`config.mk`:
```
export PLATFORM = sky130hd
export DESIGN_NAME = rc4_key_search_ctrl
export DESIGN_NICKNAME = d
export VERILOG_FILES = /design/src/rtl/rc4_ctrl_pkg.sv /design/src/rtl/rc4_key_search_ctrl_s_ram_mux.sv /design/src/rtl/rc4_key_search_ctrl.sv
export SDC_FILE = /design/constraint.sdc
export NUM_CORES = 1
export LEC_CHECK = 0
export BUFFER_PORTS_ARGS = -buffer_cell sky130_fd_sc_hd__buf_2
export CAP_MARGIN = 20
export CORE_MARGIN = 2
export CORE_UTILIZATION = 49
export DETAILED_ROUTE_END_ITERATION = 6
export GPL_ROUTABILITY_DRIVEN = 0
export PLACE_DENSITY = 0.8
export SYNTH_ARGS = -nofsm -noshare
export SYNTH_HDL_FRONTEND = slang
export SYNTH_SLANG_ARGS = --single-unit
```
`constraint.sdc`:
```
create_clock -name clk -period 1.7 [get_ports clk]
set_input_delay 0.255 -clock clk [delete_from_list [all_inputs] [get_ports clk]]
set_output_delay 0.255 -clock clk [all_outputs]
set_load 0.01 [all_outputs]
```
`src/rtl/rc4_ctrl_pkg.sv`:
```
// Shared state encoding, S-RAM ownership and RAM geometry for the RC4 key-search controller.
// state_owner() maps each controller state to the engine that drives the shared S-RAM port.
package rc4_ctrl_pkg;

  localparam int RC4_RAM_WIDTH  = 8;
  localparam int RC4_RAM_LENGTH = 8;

  typedef logic [3:0] state_t;

  localparam state_t ST_IDLE      = 4'd0;
  localparam state_t ST_L_INIT    = 4'd1;
  localparam state_t ST_W_INIT    = 4'd2;
  localparam state_t ST_L_KSA     = 4'd3;
  localparam state_t ST_W_KSA     = 4'd4;
  localparam state_t ST_L_DEC     = 4'd5;
  localparam state_t ST_W_DEC     = 4'd6;
  localparam state_t ST_NEXT      = 4'd7;
  localparam state_t ST_FOUND     = 4'd8;
  localparam state_t ST_EXHAUSTED = 4'd9;
  localparam state_t ST_ERR       = 4'd10;

  typedef enum logic [1:0] {OWN_NONE, OWN_INIT, OWN_KSA, OWN_DEC} owner_t;

  // NEXT stays with the decryptor so its last access is not cut off mid-cycle.
  function automatic owner_t state_owner(input state_t st);
    case (st)
      ST_L_INIT, ST_W_INIT:         return OWN_INIT;
      ST_L_KSA, ST_W_KSA:           return OWN_KSA;
      ST_L_DEC, ST_W_DEC, ST_NEXT:  return OWN_DEC;
      default:                      return OWN_NONE;
    endcase
  endfunction

endpackage

```
`src/rtl/rc4_key_search_ctrl_s_ram_mux.sv`:
```
// Selects one engine's S-RAM request onto the shared port; combinational, zero latency.
// With no owner the port is parked at address 0, data 0, no write.
module s_ram_mux
  import rc4_ctrl_pkg::*;
#(
  parameter int RAM_WIDTH  = RC4_RAM_WIDTH,
  parameter int RAM_LENGTH = RC4_RAM_LENGTH
) (
  input  owner_t                owner,
  input  logic [RAM_LENGTH-1:0] init_addr,
  input  logic [RAM_WIDTH-1:0]  init_data,
  input  logic                  init_wren,
  input  logic [RAM_LENGTH-1:0] ksa_addr,
  input  logic [RAM_WIDTH-1:0]  ksa_data,
  input  logic                  ksa_wren,
  input  logic [RAM_LENGTH-1:0] dec_addr,
  input  logic [RAM_WIDTH-1:0]  dec_data,
  input  logic                  dec_wren,
  output logic [RAM_LENGTH-1:0] s_addr,
  output logic [RAM_WIDTH-1:0]  s_data,
  output logic                  s_wren
);

  always_comb begin
    s_addr = '0;
    s_data = '0;
    s_wren = 1'b0;
    case (owner)
      OWN_INIT: begin
        s_addr = init_addr;
        s_data = init_data;
        s_wren = init_wren;
      end
      OWN_KSA: begin
        s_addr = ksa_addr;
        s_data = ksa_data;
        s_wren = ksa_wren;
      end
      OWN_DEC: begin
        s_addr = dec_addr;
        s_data = dec_data;
        s_wren = dec_wren;
      end
      default: ;
    endcase
  end

endmodule

```
`src/rtl/rc4_key_search_ctrl.sv`:
```
// Walks KEY_MIN..KEY_MAX running S-init, KSA and decrypt per key; stops on success, exhaustion or watchdog.
// Engine launch pulses trail the launch state by one cycle; S-RAM muxing is combinational.
module rc4_key_search_ctrl
  import rc4_ctrl_pkg::*;
#(
  parameter int                  KEY_BITS       = 24,
  parameter logic [KEY_BITS-1:0] KEY_MIN        = '0,
  parameter logic [KEY_BITS-1:0] KEY_MAX        = 24'h3FFFFF,
  parameter int                  TIMEOUT_CYCLES = 4096,
  parameter int                  RAM_WIDTH      = RC4_RAM_WIDTH,
  parameter int                  RAM_LENGTH     = RC4_RAM_LENGTH
) (
  input  logic                  clk,
  input  logic                  reset,
  input  logic                  start,
  output logic [KEY_BITS-1:0]   key,
  output logic                  busy,
  output logic                  done,
  output logic                  found,
  output logic                  error,
  output logic                  init_start,
  output logic                  ksa_start,
  output logic                  dec_start,
  input  logic                  init_done,
  input  logic                  ksa_done,
  input  logic                  dec_finished,
  input  logic                  dec_success,
  input  logic [RAM_LENGTH-1:0] init_addr,
  input  logic [RAM_WIDTH-1:0]  init_data,
  input  logic                  init_wren,
  input  logic [RAM_LENGTH-1:0] ksa_addr,
  input  logic [RAM_WIDTH-1:0]  ksa_data,
  input  logic                  ksa_wren,
  input  logic [RAM_LENGTH-1:0] dec_addr,
  input  logic [RAM_WIDTH-1:0]  dec_data,
  input  logic                  dec_wren,
  output logic [RAM_LENGTH-1:0] s_addr,
  output logic [RAM_WIDTH-1:0]  s_data,
  output logic                  s_wren
);

  localparam int CNT_W = $clog2(TIMEOUT_CYCLES) + 1;
  // The wait ends on the edge where the count would reach TIMEOUT_CYCLES-1.
  localparam logic [CNT_W-1:0] CNT_TRIP = CNT_W'(TIMEOUT_CYCLES - 2);

  state_t           state;
  state_t           state_nxt;
  logic [CNT_W-1:0] phase_cnt;
  logic             in_wait;
  logic             wdog_trip;
  owner_t           owner;

  assign in_wait   = (state == ST_W_INIT) || (state == ST_W_KSA) || (state == ST_W_DEC);
  assign wdog_trip = (phase_cnt == CNT_TRIP);
  assign busy      = (state != ST_IDLE);
  assign owner     = state_owner(state);

  always_comb begin
    state_nxt = state;
    case (state)
      ST_IDLE:   if (start) state_nxt = ST_L_INIT;
      ST_L_INIT: state_nxt = ST_W_INIT;
      ST_W_INIT: begin
        if (init_done)      state_nxt = ST_L_KSA;
        else if (wdog_trip) state_nxt = ST_ERR;
      end
      ST_L_KSA:  state_nxt = ST_W_KSA;
      ST_W_KSA: begin
        if (ksa_done)       state_nxt = ST_L_DEC;
        else if (wdog_trip) state_nxt = ST_ERR;
      end
      ST_L_DEC:  state_nxt = ST_W_DEC;
      ST_W_DEC: begin
        if (dec_finished) begin
          if (dec_success)         state_nxt = ST_FOUND;
          else if (key == KEY_MAX) state_nxt = ST_EXHAUSTED;
          else                     state_nxt = ST_NEXT;
        end else if (wdog_trip) begin
          state_nxt = ST_ERR;
        end
      end
      ST_NEXT:   state_nxt = ST_L_INIT;
      default:   state_nxt = ST_IDLE;
    endcase
  end

  always_ff @(posedge clk) begin
    if (reset) begin
      state      <= ST_IDLE;
      key        <= KEY_MIN;
      done       <= 1'b0;
      found      <= 1'b0;
      error      <= 1'b0;
      init_start <= 1'b0;
      ksa_start  <= 1'b0;
      dec_start  <= 1'b0;
      phase_cnt  <= '0;
    end else begin
      state      <= state_nxt;
      init_start <= (state == ST_L_INIT);
      ksa_start  <= (state == ST_L_KSA);
      dec_start  <= (state == ST_L_DEC);
      phase_cnt  <= in_wait ? phase_cnt + CNT_W'(1) : '0;
      case (state)
        ST_IDLE: begin
          if (start) begin
            key   <= KEY_MIN;
            done  <= 1'b0;
            found <= 1'b0;
            error <= 1'b0;
          end
        end
        ST_NEXT:      key <= key + KEY_BITS'(1);
        ST_FOUND: begin
          found <= 1'b1;
          done  <= 1'b1;
        end
        ST_EXHAUSTED: begin
          found <= 1'b0;
          done  <= 1'b1;
        end
        ST_ERR: begin
          error <= 1'b1;
          done  <= 1'b1;
        end
        default: ;
      endcase
    end
  end

  s_ram_mux #(
    .RAM_WIDTH  (RAM_WIDTH),
    .RAM_LENGTH (RAM_LENGTH)
  ) u_s_ram_mux (
    .owner     (owner),
    .init_addr (init_addr),
    .init_data (init_data),
    .init_wren (init_wren),
    .ksa_addr  (ksa_addr),
    .ksa_data  (ksa_data),
    .ksa_wren  (ksa_wren),
    .dec_addr  (dec_addr),
    .dec_data  (dec_data),
    .dec_wren  (dec_wren),
    .s_addr    (s_addr),
    .s_data    (s_data),
    .s_wren    (s_wren)
  );

endmodule

```
# --- After elaboration in Yosys (flattened, before gate mapping) ---
# Cells that the tools add are included.
totals:
  input_bits: 58
  register_bits: 47
  out_inout_bits: 48
  elab_cells: 63
op_classes:
  reduce_logical: 17
  bitwise_logic: 1
  muxes: 18
  n_addsub: 2
  eq_ne: 16
op_table:
  columns: ["op", "count"]
  rows:
  - ["24-bit one-hot mux with 2 select lines", 1]
  - ["8-bit one-hot mux with 3 select lines", 2]
  - ["4-bit one-hot mux with 8 select lines", 1]
  - ["4-bit two-way mux", 7]
  - ["24-bit by 1-bit adder with 24-bit output, second input constant", 1]
  - ["24-bit by 22-bit == test with 1-bit output, second input constant", 1]
  - ["24-bit two-way mux", 1]
  - ["4-bit by 3-bit == test with 1-bit output, second input constant", 4]
  - ["13-bit by 1-bit adder with 13-bit output, second input constant", 1]
  - ["13-bit by 12-bit == test with 1-bit output, second input constant", 1]
  - ["4-bit == test, second input constant", 3]
  - ["4-bit by 2-bit == test with 1-bit output, second input constant", 2]
  - ["2-bit AND reduction", 4]
  - ["1-bit one-hot mux with 3 select lines", 2]
  - ["2-bit one-hot mux with 3 select lines", 1]
  - ["2-bit nonzero test", 3]
  - ["2-bit OR reduction", 3]
  - ["3-bit OR reduction", 2]
  - ["2-bit == test, second input constant", 2]
  - ["4-bit by 1-bit == test with 1-bit output, second input constant", 1]
  - ["4-bit zero test", 1]
  - ["1-bit one-hot mux with 2 select lines", 2]
  - ["4-bit nonzero test", 1]
  - ["3-bit nonzero test", 1]
  - ["other kinds (5)", 6]

# --- Logic depth before layout (Yosys ltp) ---
# Gate-level depths: netlist of run 1.
logic_depth:
  depth_word: 5
  mapped_depth: 6
  ltp_nobuf: 6

# --- Cells and area by module ---
# Synthesis of run 1 repeated with hierarchy kept, for this count alone.
hier_totals:
  hier_cells: 320
  hier_area_um2: 2842.7
modules_own_cells:
  columns: ["module", "area_each_um2", "instances", "cells_per_inst", "seq_area_each_um2"]
  rows:
  - ["rc4_key_search_ctrl", 2388.5, 1, 279, 940.9]
  - ["s_ram_mux", 454.2, 1, 41, 0.0]

# --- Worst setup path before layout of run 1 ---
# Ideal clock, no wire load.
synth_timing:
  path_type: "reg2reg"
  startpoint: "register key[0]"
  endpoint: "register state[1]"
  arrival_time_ps: 1468
  path_buffers: 0
  t_required_ps: 1553
  stages_incl_launch_ff: 6
  setup_time_ps: 147
  period_less_slack_ps: 1615
  slack_ps: 85
  path_cell_list: "dfxtp_1 > ha_1 > nand4b_1 > or4_1 > o21ai_0 > a21oi_1"
synth_between:
  elab_chain_cells: 5
synth_rtl:
  columns: ["element", "line", "rtl"]
  rows:
  - ["start, declared", "rc4_key_search_ctrl.sv:16", "output logic [KEY_BITS-1:0] key,"]
  - ["start signal, assigned", "rc4_key_search_ctrl.sv:113", "ST_NEXT: key <= key + KEY_BITS'(1);"]
  - ["24-bit by 22-bit == test with 1-bit output", "rc4_key_search_ctrl.sv:76", "else if (key == KEY_MAX) state_nxt = ST_EXHAUSTED;"]
  - ["4-bit two-way mux", "rc4_key_search_ctrl.sv:76", null]
  - ["4-bit two-way mux", "rc4_key_search_ctrl.sv:75", "if (dec_success) state_nxt = ST_FOUND;"]
  - ["4-bit two-way mux", "rc4_key_search_ctrl.sv:74", "if (dec_finished) begin"]
  - ["4-bit one-hot mux with 8 select lines", "rc4_key_search_ctrl.sv:60", "case (state)"]
  - ["end signal, assigned", "rc4_key_search_ctrl.sv:99", "state <= state_nxt;"]
  - ["end, declared", "rc4_key_search_ctrl.sv:46", "state_t state;"]
# Every way passes these cells.
# A chain may end at the register's enable or synchronous reset.

# --- Final worst setup path of run 1 ---
layout_timing:
  startpoint: "register state[2]"
  endpoint: "output s_data[2]"
layout_between:
  elab_chain_cells: 5
  word_cells_on_any_way: 15
  cone_classes: "eq/ne: 10; mux: 2; reduce/logical: 3"
layout_rtl:
  columns: ["element", "line", "rtl"]
  rows:
  - ["4-bit by 3-bit == test with 1-bit output (tied with other cells)", "rc4_ctrl_pkg.sv:26", "case (st)"]
  - ["3-bit OR reduction or 2-bit OR reduction (tied branches)", "rc4_ctrl_pkg.sv:26", null]
  - ["2-bit one-hot mux with 3 select lines (*)", "rc4_ctrl_pkg.sv:26", null]
  - ["2-bit == test or 2-bit by 1-bit == test with 1-bit output (tied branches)", "rc4_key_search_ctrl_s_ram_mux.sv:28", "case (owner)"]
  - ["8-bit one-hot mux with 3 select lines (*)", "rc4_key_search_ctrl_s_ram_mux.sv:28", null]
  - ["end, declared", "rc4_key_search_ctrl.sv:38", "output logic [RAM_WIDTH-1:0] s_data,"]
# Mark *: on every way between the ends. The rest lies on a longest branch, timed or not.

==> results of run 1 <==
kinds of logic after synthesis:
kind of cell	synth area share, %
xor gates and xnor gates	4.80
muxes	4.07
AOI/OAI and AO/OA	18.3
and+or+nand+nor	32.5
adders and majority gates	1.37
DFF	34.4
buffers and inverters	4.57
final timing paths:
path | start | to | slack [ns] | depth (start not counted)
worst min-delay path | reset | found | 0.27 | 2
worst min register to register | key[15] | key[15] | 0.48 | 2
worst max-delay path | state[2] | s_data[2] | -0.23 | 6
worst max register to register | state[2] | key[16] | -0.14 | 7
stage by stage:
step	TNS [ns]	setup WS, ns
final	-4.01	-0.235
after global routing	-5.96	-0.270
after CTS	-3.09	-0.226
after detailed placement	-6.79	-0.380
after global placement	-5.11	-0.334
after floorplan	0	0.0850
report_power, final:
group          switching [mW]  leakage, nW  internal [mW]
Combinational           0.350         1.58          0.424
Clock                   0.374       0.0422          0.290
Sequential             0.0213        0.382           1.11
area by class of cell:
cell class | count | share of cell area, %
multi-input combinational | 249 | 45.9
inverter | 5 | 0.469
tap | 72 | 2.25
clock inverter | 1 | 0.125
sequential | 47 | 23.9
clock buffer | 7 | 1.91
timing repair buffer | 151 | 25.5
per-layer routing:
metal	part of all wire [%]	GRT usage [%]	up-vias
li1	-	-	1446
met1	40	27.7	1424
met2	52	44.4	107
met3	6.5	5.68	11
met4	1.6	8.07	0
met5	0	0	-
cells in the mapped netlist (2+ instances only):
| cell type | count | area share, % |
|---|---|---|
| sky130_fd_sc_hd__xor2_1 | 10 | 3.2 |
| sky130_fd_sc_hd__or3_1 | 4 | 0.91 |
| sky130_fd_sc_hd__buf_6 | 2 | 0.82 |
| sky130_fd_sc_hd__nand3_1 | 17 | 3.1 |
| sky130_fd_sc_hd__nor3b_1 | 2 | 0.55 |
| sky130_fd_sc_hd__a31oi_1 | 2 | 0.46 |
| sky130_fd_sc_hd__buf_4 | 3 | 0.82 |
| sky130_fd_sc_hd__a22o_1 | 17 | 5.4 |
| sky130_fd_sc_hd__nor4_1 | 2 | 0.46 |
| sky130_fd_sc_hd__o41ai_1 | 2 | 0.64 |
| sky130_fd_sc_hd__buf_2 | 10 | 1.8 |
| sky130_fd_sc_hd__mux2i_1 | 10 | 3.7 |
| sky130_fd_sc_hd__nand4_1 | 11 | 2.5 |
| sky130_fd_sc_hd__and3_1 | 5 | 1.1 |
| sky130_fd_sc_hd__nand2b_1 | 6 | 1.4 |
| sky130_fd_sc_hd__and4_1 | 4 | 1.3 |
| sky130_fd_sc_hd__a21oi_1 | 15 | 2.7 |
| sky130_fd_sc_hd__a21o_1 | 17 | 4.7 |
| sky130_fd_sc_hd__a21oi_2 | 2 | 0.64 |
| sky130_fd_sc_hd__clkbuf_1 | 3 | 0.41 |
| sky130_fd_sc_hd__nor3_1 | 12 | 2.2 |
| sky130_fd_sc_hd__and4b_1 | 2 | 0.73 |
| sky130_fd_sc_hd__xnor2_1 | 5 | 1.6 |
| sky130_fd_sc_hd__ha_1 | 3 | 1.4 |
| sky130_fd_sc_hd__inv_1 | 5 | 0.69 |
| sky130_fd_sc_hd__or3b_2 | 2 | 0.64 |
| sky130_fd_sc_hd__nand2_1 | 28 | 3.8 |
| sky130_fd_sc_hd__or2_2 | 13 | 3.0 |
| sky130_fd_sc_hd__dfxtp_1 | 47 | 34 |
| sky130_fd_sc_hd__o211ai_1 | 4 | 1.1 |
| sky130_fd_sc_hd__nor2_1 | 26 | 3.6 |
| sky130_fd_sc_hd__o21ai_0 | 3 | 0.55 |
| sky130_fd_sc_hd__or4_1 | 2 | 0.55 |
what timing repair did:
action,in CTS,in global routing
resized for setup,19,39
setup buffers,5,16
cloned,0,1
endpoints found under the setup margin,34,33
pin swaps,4,13
==> impl_summary.md, run 1 <==
CTS
The maximum clock path buffer count is 2. The TritonCTS clock tree is done. The tree is rooted in a sky130_fd_sc_hd__clkbuf_8. The number of buffers added by the clock tree synthesis step is 5. The number of buffers inserted by hold repair at cts is 0. The count of clock tree sinks is 47. The number of H-tree levels is 2.

After clock tree synthesis, the clock-pin slew on the worst setup and hold paths is 0.08 ns. For the worst-skew pair, the clock arrives at the later sink with an insertion delay of 0.31 ns.

Synthesis
The distinct cell type count of the synthesized netlist is 56. For this run, the register share of the synthesized area comes to 34.4%. The post-synth net total is 380. After synthesis, the share of flip-flops with an asynchronous set or reset is 0%. The leading register cell type out of synthesis is sky130_fd_sc_hd__dfxtp_1. The warning count from the yosys run is 0.

Synthesis produced 319 cells. After synthesis, the mean cell area works out to 8.57 sq um. The area of the mapped netlist is 0.00274 sq mm. The number of synthesized register bits is 47. The number of enable-type register cells in the synthesized netlist is 0.

STA
The final hold violation count is 0. The final-report max-slew violation count is 0. Of the available clock period, the critical path in the final layout requires 114%. Setup violations remaining at the end of the flow were counted as 26.

The actual slew at the worst max-slew pin is 0.439 ns. The tightest hold path in the finished design has a slack of 0.265 ns. The worst pin sits at a relative slew slack of 70.7%. After layout, the worst setup slack is -0.235 ns.

The top achievable clock speed is 517 MHz. Counting I/O delays and the setup requirement, the final critical path takes 1.93 ns. The final worst clock skew is 0.0130 ns.

Setup repair after global routing could not meet its margin everywhere.

Floorplanning
Row generation in the floorplan step produced 27 rows. The die is 78.7 um tall. The core region is 0.00544 sq mm.

The die is 78.7 um wide. The total die area is 0.00620 sq mm. Pin placement for this block handled 106 I/O pins.

For this configuration, the core starts out at a cell density of 50.3%.

Global route
Entering global routing, the biggest net connects 24 pins. The remaining global-route overflow is 0. The global-route wire length before repair is 12.0 mm.

The via count of the first global-routing pass came to 2620. The number of antenna violations at the first check in global routing was 0. In the global route stage, overall resource usage came out at 24.3%.

Routing
Dividing the detail-routed wire length by the instance count gives 16.2 um. The total DRC errors in the routed layout is 0. Dividing the detail-routed via count by the number of cells gives 5.62. The detailed router finished its first iteration with 195 violations. The first TritonRoute pass finished after 4 iterations.

The detail route stage leaves a number of antenna-violating nets equal to 0. The wire length after detailed routing is 8.59 mm. The detailed-route via count is 2988.

Worst setup path
For this run, the slowest stage of the critical path takes 0.37 ns. In this run the worst path has a maximum fanout of 8. The type of destination of the critical path is an output pin. The slowest stage of the critical path is the sky130_fd_sc_hd__dfxtp_4 cell. The type of element launching the critical path is a flop. The data required time at the worst endpoint is 1.44 ns. The number of buffers and inverters on the critical path is 3. The type of the worst setup path is flop to output pin. The top cell family by delay on the critical path is buffers and inverters. The data arrival time at the worst-slack endpoint is 1.68 ns. Traced cell by cell, the critical path runs through buf_12 -> nand3b_1 -> a21oi_4 -> clkbuf_16 -> a21o_1 -> buf_2.

Layout
The core occupancy in the finished layout is 73.6%. The layout has 401 filler cells. The largest registers in the layout are key x24, phase_cnt x13, state x4.

The number of nets in the layout is 520. The area of combinational cells with multiple inputs is 0.00184 sq mm. The layout overhead on the synthesized area is 46.3%. The finished cells cover 0.00400 sq mm.

The library cell used most frequently in the layout, excluding fill and tap cells, is sky130_fd_sc_hd__buf_2. The register with the most flip-flops in the layout has 24 of them. The top cell types in the final layout, fill and taps aside, are sky130_fd_sc_hd__buf_2, sky130_fd_sc_hd__dfxtp_1, sky130_fd_sc_hd__buf_4, sky130_fd_sc_hd__nand2_1, sky130_fd_sc_hd__nor2_1. The number of diodes added for antenna fixing is 0. The finished layout holds 532 standard cells, fillers aside.

The flip-flop and latch area is 955 sq um. The register containing the most flip-flops in the final layout is key. Cells with a size suffix above 1 make up 44.6% of the layout.

Placement
After detailed placement, the design holds a cell count of 502. The count of buffers added on input and output ports is 105. The final HPWL from detailed placement is 5.65 mm. The instance area at placement is 0.00345 sq mm.

Power
The largest vdd supply drop is 423 uV. The total power after layout is 2.57 mW. Power spread over the standard cell area amounts to 642 mW/mm^2. Summed over all cells, the static leakage comes to 2.00 nW.

Status
The flow ran to the end, but the final reports show violations. The checks that failed: negative setup slack.

Worst hold path
In this run the worst hold path is classified as input port to flop.

Flow run
The total of max-cap violations is 0.
Note: power is estimated with default switching activity, not from simulation.
==> run 2: changes to the inputs <==
PLACE_DENSITY = 0.77   (was 0.8)
==> impl_summary.md, run 2 (synthesis gave the netlist of run 1 again) <==
Floorplanning
The width of the chip is 78.7 um (unchanged). The effective utilization at floorplan was 50.3% (unchanged). The row count came to 27 (unchanged). The total die area is 0.00620 sq mm (unchanged).

The number of I/O pins came to 106 (unchanged). The vertical die dimension came to 78.7 um (unchanged). The core region area is 0.00544 sq mm (unchanged).

CTS
The CTS root buffer is sky130_fd_sc_hd__clkbuf_8. The TritonCTS clock tree is done. The clock insertion delay at the later pin of the skew report is 0.30 ns (about the same). The count of clock tree sinks is 47 (unchanged).

The number of buffers added by the clock tree synthesis step was 5 (unchanged). The maximum clock path buffer count is 2 (unchanged). The clock transition time at the flip-flop clock pins of the worst setup and hold paths was 0.09 ns (about the same).

The number of H-tree levels is 2 (unchanged).

Global route
The via count of the first global-routing pass was 2685 (+2.5%). The pin count of the biggest net entering global routing is 18 (-25%). The remaining global-route overflow is 0 (unchanged).

The number of antenna violations at the first check in global routing is 0 (unchanged). The global router's overall resource usage is 25.3% (+0.95 points). The global-route wire length before repair was 12.6 mm (+5.5%).

Worst setup path
The type of the worst setup path is flop to output pin. The launch point of the worst path is state[2]. The startpoint of the worst-slack reg-to-reg timing path is state[2]. The path depth of the worst reg2reg path is 8 (+1). STA classifies the critical path startpoint as a flop. The worst-path maximum fanout is 8 (unchanged).

The data required time at the worst endpoint is 1.44 ns (about the same). The capture instance of the worst register-to-register path is key[13]. The slack of the worst reg-to-reg path is -0.05 ns (+0.09 ns). The data arrival time at the worst-slack endpoint was 1.68 ns (about the same).

In this run the worst setup path terminates at s_data[5]. The worst setup path is captured at an output pin.

STA
The worst slack on hold paths came to 0.297 ns (+0.0316 ns). The fraction of the cycle the final worst path needs was 114% (about the same). The top achievable clock speed is 517 MHz (about the same). The total of endpoints with negative setup slack in the final report is 22 (-15%). The minimum clock period is 1.93 ns (-0.000399 ns).

The final-report max-slew violation count came to 0 (unchanged). The worst setup margin came to -0.234 ns (+0.000399 ns). Setup repair after global routing could not meet its margin everywhere. The actual slew at the worst max-slew pin is 0.449 ns (+0.0101 ns). The final hold violation count is 0 (unchanged). The worst max-slew margin expressed relative to the limit is 69.7% (-0.97 points). The final worst clock skew is 0.00909 ns (-0.00386 ns).

Routing
The mean number of vias per cell is 5.73 (+2.0%). The wire length per cell after detailed routing is 16.7 um (+3.6%). The number of design-rule violations left by the first detailed-router iteration is 163 (-16%).

The number of nets with antenna violations after routing is 0 (unchanged). The total DRC errors in the routed layout is 0 (unchanged). The wire length after detailed routing is 8.99 mm (+4.6%).

The detailed-route via count is 3077 (+3.0%). The detailed-routing iteration count for the pre-antenna-repair pass was 4 (unchanged).

Layout
The number of standard cells in the final layout excluding fillers came to 537 (+0.94%). The number of nets in the layout is 525 (+0.96%). The number of flip-flops in the largest register came to 24 (unchanged). The number of diodes added for antenna fixing is 0 (unchanged). The area growth from synthesis to layout is 50.7%.

The ratio of cells with drive above 1 in the final layout was 47.7% (+3.2 points). The most common cell after layout, fill and taps aside is sky130_fd_sc_hd__buf_2. key holds more flip-flops than any other register. Leaving out fill and tap cells, the most frequent cells in the layout are sky130_fd_sc_hd__buf_2, sky130_fd_sc_hd__dfxtp_1, sky130_fd_sc_hd__buf_4, sky130_fd_sc_hd__nand2_1, sky130_fd_sc_hd__nor2_1.

In the final layout, the registers with the most flip-flops are key x24, phase_cnt x13, state x4.

Power
The areal power density over the cells is 613 mW/mm^2 (-4.5%). The leakage power total came to 2.06 nW (+2.8%). The total power after layout is 2.53 mW (-1.7%). The largest vdd supply drop is 681 uV (+61%).

Worst hold path
The tightest min-delay check is of the input port to flop type.

Flow run
The total of max-cap violations is 0 (unchanged).

Placement
The number of buffers inserted by port buffering is 105 (unchanged). The cell total after placement came to 505 (+0.60%). The final HPWL from detailed placement is 5.72 mm (+1.1%).

Status
The final reports fail on negative setup slack. The run finished, with violations left.
## run 2: changes by cell type in the layout (fill, tap and decap cells not counted), sizes merged
| cell | previous run | this run |
|---|---|---|
| buf | 150 | 155 |
| clkbuf | 8 | 7 |
| clkinvlp | 0 | 1 |
## run 2: worst min-delay path by stage
stage                            from        to  slack, ns  depth (start not counted)
after floorplan              ksa_done  state[2]       0.45                          2
after global placement        key[15]   key[15]       0.46                          2
after detailed placement      key[15]   key[15]       0.48                          2
after CTS                 dec_success  state[0]       0.29                          4
after global routing         ksa_done  state[1]       0.31                          3
final                     dec_success  state[0]       0.30                          4
## run 2: power by group
part           switching, mW  total (mW)  internal [mW]  leakage, nW
Sequential            0.0135        1.13           1.11        0.383
Combinational          0.353       0.739          0.386         1.63
Clock                  0.375       0.663          0.288       0.0412
## run 2: cell type report
cell class                      instances  area, sq um
Clock buffer                            6         72.6
Clock inverter                          2         12.5
Fill cell                             368         1320
Inverter                                5         18.8
Multi-Input combinational cell        249         1890
Sequential cell                        47          957
Tap cell                               72         90.1
Timing Repair Buffer                  156         1080
## run 2: critical path: stages, from the launching register on
cell	delay, ns
sky130_fd_sc_hd__dfxtp_4	0.36
sky130_fd_sc_hd__buf_12	0.12
sky130_fd_sc_hd__nand3b_1	0.21
sky130_fd_sc_hd__a21oi_2	0.17
sky130_fd_sc_hd__buf_4	0.14
sky130_fd_sc_hd__clkbuf_16	0.14
sky130_fd_sc_hd__a21o_1	0.13
sky130_fd_sc_hd__buf_6	0.11
## run 2: per-stage QoR
| step | worst slack [ns] | setup TNS [ns] | area, sq um | utilization [%] |
|---|---|---|---|---|
| 2_1_floorplan | 0.0850 | 0 | 2740 | - |
| 3_3_place_gp | -0.281 | -3.77 | 3460 | 63.6 |
| 3_5_place_dp | -0.280 | -3.94 | 3460 | 63.6 |
| 4_1_cts | -0.245 | -3.72 | 3790 | 69.7 |
| 5_1_grt | -0.268 | -5.37 | 4120 | 75.8 |
| 6_report | -0.234 | -3.65 | 4120 | 75.8 |
## run 2: timing repair
action	in CTS	in global routing
gates cloned	1	1
resized for setup	32	53
hold buffers	0	0
buffers inserted	10	13
pin swaps	16	29
setup endpoints to repair	20	54
## run 2: per-layer routing
metal  track usage [%]  vias up  part of all wire [%]
met2              45.5      133                    51
li1                  -     1450                     -
met1              28.7     1464                    38
met3              5.57       30                   6.8
met5                 0        -                     0
met4              10.7        0                   3.9
==> run 3: changes to the inputs <==
BUFFER_PORTS_ARGS = -buffer_cell sky130_fd_sc_hd__buf_4   (was -buffer_cell sky130_fd_sc_hd__buf_2)
==> impl_summary.md, run 3 (synthesis gave the netlist of run 1 again) <==
Routing
The number of nets with antenna violations after routing was 0 (unchanged). The detailed-routing iteration count for the pre-antenna-repair pass is 4 (unchanged). The total DRC errors in the routed layout is 0 (unchanged).

The wire length per cell after detailed routing is 17.3 um (+3.5%). The number of design-rule violations left by the first detailed-router iteration was 152 (-6.7%). The detailed-route via count is 3006 (-2.3%). The mean number of vias per cell is 5.68 (-0.83%). The wire length after detailed routing is 9.17 mm (+1.9%).

CTS
The TritonCTS clock tree is done. The count of clock tree sinks is 47 (unchanged). The clock insertion delay at the later pin of the skew report came to 0.30 ns (about the same). The maximum clock path buffer count is 2 (unchanged). The clock transition time at the flip-flop clock pins of the worst setup and hold paths came to 0.08 ns (about the same). The number of buffers added by the clock tree synthesis step came to 5 (unchanged). The number of H-tree levels came to 2 (unchanged). The CTS root buffer is sky130_fd_sc_hd__clkbuf_8. The number of buffers inserted by hold repair at cts came to 0 (unchanged).

STA
The final hold violation count is 0 (unchanged). The final-report max-slew violation count is 0 (unchanged). Setup repair after global routing could not meet its margin everywhere. The minimum clock period came to 2.09 ns (+0.156 ns).

The worst slack on hold paths is 0.242 ns (-0.0553 ns). The actual slew at the worst max-slew pin is 0.400 ns (-0.0492 ns). The top achievable clock speed is 478 MHz (-7.5%). The fraction of the cycle the final worst path needs is 123% (+9.2 points). The worst setup margin was -0.390 ns (-0.156 ns). The worst max-slew margin expressed relative to the limit was 73.3% (+3.6 points).

The total of endpoints with negative setup slack in the final report is 34 (+55%). The final worst clock skew is 0.00720 ns (-0.00189 ns).

Worst setup path
The data arrival time at the worst-slack endpoint was 1.84 ns (+0.16 ns). Walking the worst path, the cells encountered are buf_12 -> nand3b_1 -> a21oi_4 -> clkbuf_16 -> a21o_1 -> buf_6. The maximum cell stage delay along the critical path came to 0.37 ns (about the same). The slack of the worst reg-to-reg path is -0.23 ns (-0.18 ns).

The data required time at the worst endpoint is 1.44 ns (about the same). The worst-path maximum fanout is 8 (unchanged). The worst setup path is captured at an output pin.

The worst setup path is launched from a flop. The standard cell with the maximum stage delay on the critical path is sky130_fd_sc_hd__dfxtp_4. The type of the worst setup path is flop to output pin.

Layout
The largest registers in the layout are key x24, phase_cnt x13, state x4. The area of combinational cells with multiple inputs is 0.00187 sq mm (-1.1%). The register containing the most flip-flops in the final layout is key. The ratio of cells with drive above 1 in the final layout is 46.2% (-1.6 points). The layout overhead on the synthesized area is 57.7%. The number of diodes added for antenna fixing is 0 (unchanged). The number of flip-flops in the largest register is 24 (unchanged). The flip-flop and latch area is 955 sq um (-0.26%).

In the layout the commonest cells are sky130_fd_sc_hd__buf_4, sky130_fd_sc_hd__dfxtp_1, sky130_fd_sc_hd__nand2_1, sky130_fd_sc_hd__nor2_1. The fill cell total of the finished layout came to 360 (-2.2%). The number of standard cells in the final layout excluding fillers is 529 (-1.5%).

The number of nets in the layout came to 519 (-1.1%). The most common cell after layout, fill and taps aside is sky130_fd_sc_hd__buf_4.

Placement
The final HPWL from detailed placement is 5.88 mm (+2.8%). The number of buffers inserted by port buffering was 105 (unchanged). The cell total after placement is 503 (-0.40%). The worst slack at placement is -0.343 ns (-0.0629 ns).

Worst hold path
The path class of the tightest hold or removal check is input port to flop.

Global route
The global-route wire length before repair came to 12.7 mm (+1.0%). The pin count of the biggest net entering global routing is 19 (+1). The via count of the first global-routing pass came to 2624 (-2.3%). The number of antenna violations at the first check in global routing is 0 (unchanged). The remaining global-route overflow is 0 (unchanged). The global router's overall resource usage came to 25.7% (+0.46 points).

Floorplanning
The core region area was 0.00544 sq mm (unchanged). The width of the chip is 78.7 um (unchanged). The number of I/O pins is 106 (unchanged). The total die area is 0.00620 sq mm (unchanged). The vertical die dimension came to 78.7 um (unchanged).

The row count came to 27 (unchanged). The effective utilization at floorplan is 50.3% (unchanged).

Power
The leakage power total is 2.06 nW (+0.33%). The areal power density over the cells is 604 mW/mm^2 (-1.6%). The largest vdd supply drop is 464 uV (-32%). The total power after layout was 2.60 mW (+3.0%).

Flow run
The total of max-cap violations is 0 (unchanged).

Status
The run finished, with violations left. The checks that failed: negative setup slack.
-- run 3: cell types whose count changed in the layout (fill, tap and decap cells not counted), sizes merged --
| cell | previous run | this run |
|---|---|---|
| buf | 155 | 148 |
| clkinvlp | 1 | 0 |
| clkbuf | 7 | 8 |
| clkinv | 1 | 0 |
-- run 3: what timing repair did --
item | CTS | global route
gates resized for setup | 15 | 58
setup buffers | 4 | 14
setup endpoints to repair | 21 | 43
cloned | 0 | 2
pin swaps | 5 | 30
-- run 3: cell type report --
type | count | area share [%]
flip-flops and latches | 47 | 22.1
inverters | 5 | 0.435
well taps | 72 | 2.09
clock buffers | 6 | 1.68
repair buffers | 150 | 30.2
multi-input cells | 249 | 43.4
-- run 3: final timing paths --
check,start,endpoint,cells past startpoint
worst max-delay path,state[2],s_addr[6],6
worst min-delay path,reset,key[13],2
worst max register to register,state[2],key[16],9
worst min register to register,key[15],key[15],2
-- run 3: stage by stage --
stage                     instance area [sq um]  utilization, %  setup TNS, ns
final                                      4310            79.3          -7.34
after global routing                       4310            79.3          -9.33
after CTS                                  3890            71.5          -3.26
after detailed placement                   3720            68.4          -4.87
after global placement                     3720            68.4          -4.08
after floorplan                            2740               -              0
-- run 3: where the power goes --
group / switching (mW) / total [mW] / internal (mW)
clock network: 0.365 / 0.640 / 0.275
logic: 0.370 / 0.834 / 0.465
registers: 0.0166 / 1.13 / 1.11
total: 0.751 / 2.60 / 1.85
-- run 3: metal layers --
metal  vias up  track usage [%]  share of wire, %
li1       1446                -                 -
met1      1418             30.1                39
met2       125             45.0                51
met3        17             6.82               7.6
met4         0             9.47               2.9
met5         -                0                 0
-- run 3: critical path, delay by kind of cell, from the launching register on --
| kind | cells | cell delay, ns |
|---|---|---|
| and+or+nand+nor | 1 | 0.24 |
| DFF | 1 | 0.37 |
| AOI/OAI and AO/OA | 2 | 0.46 |
| buffers and inverters | 3 | 0.46 |
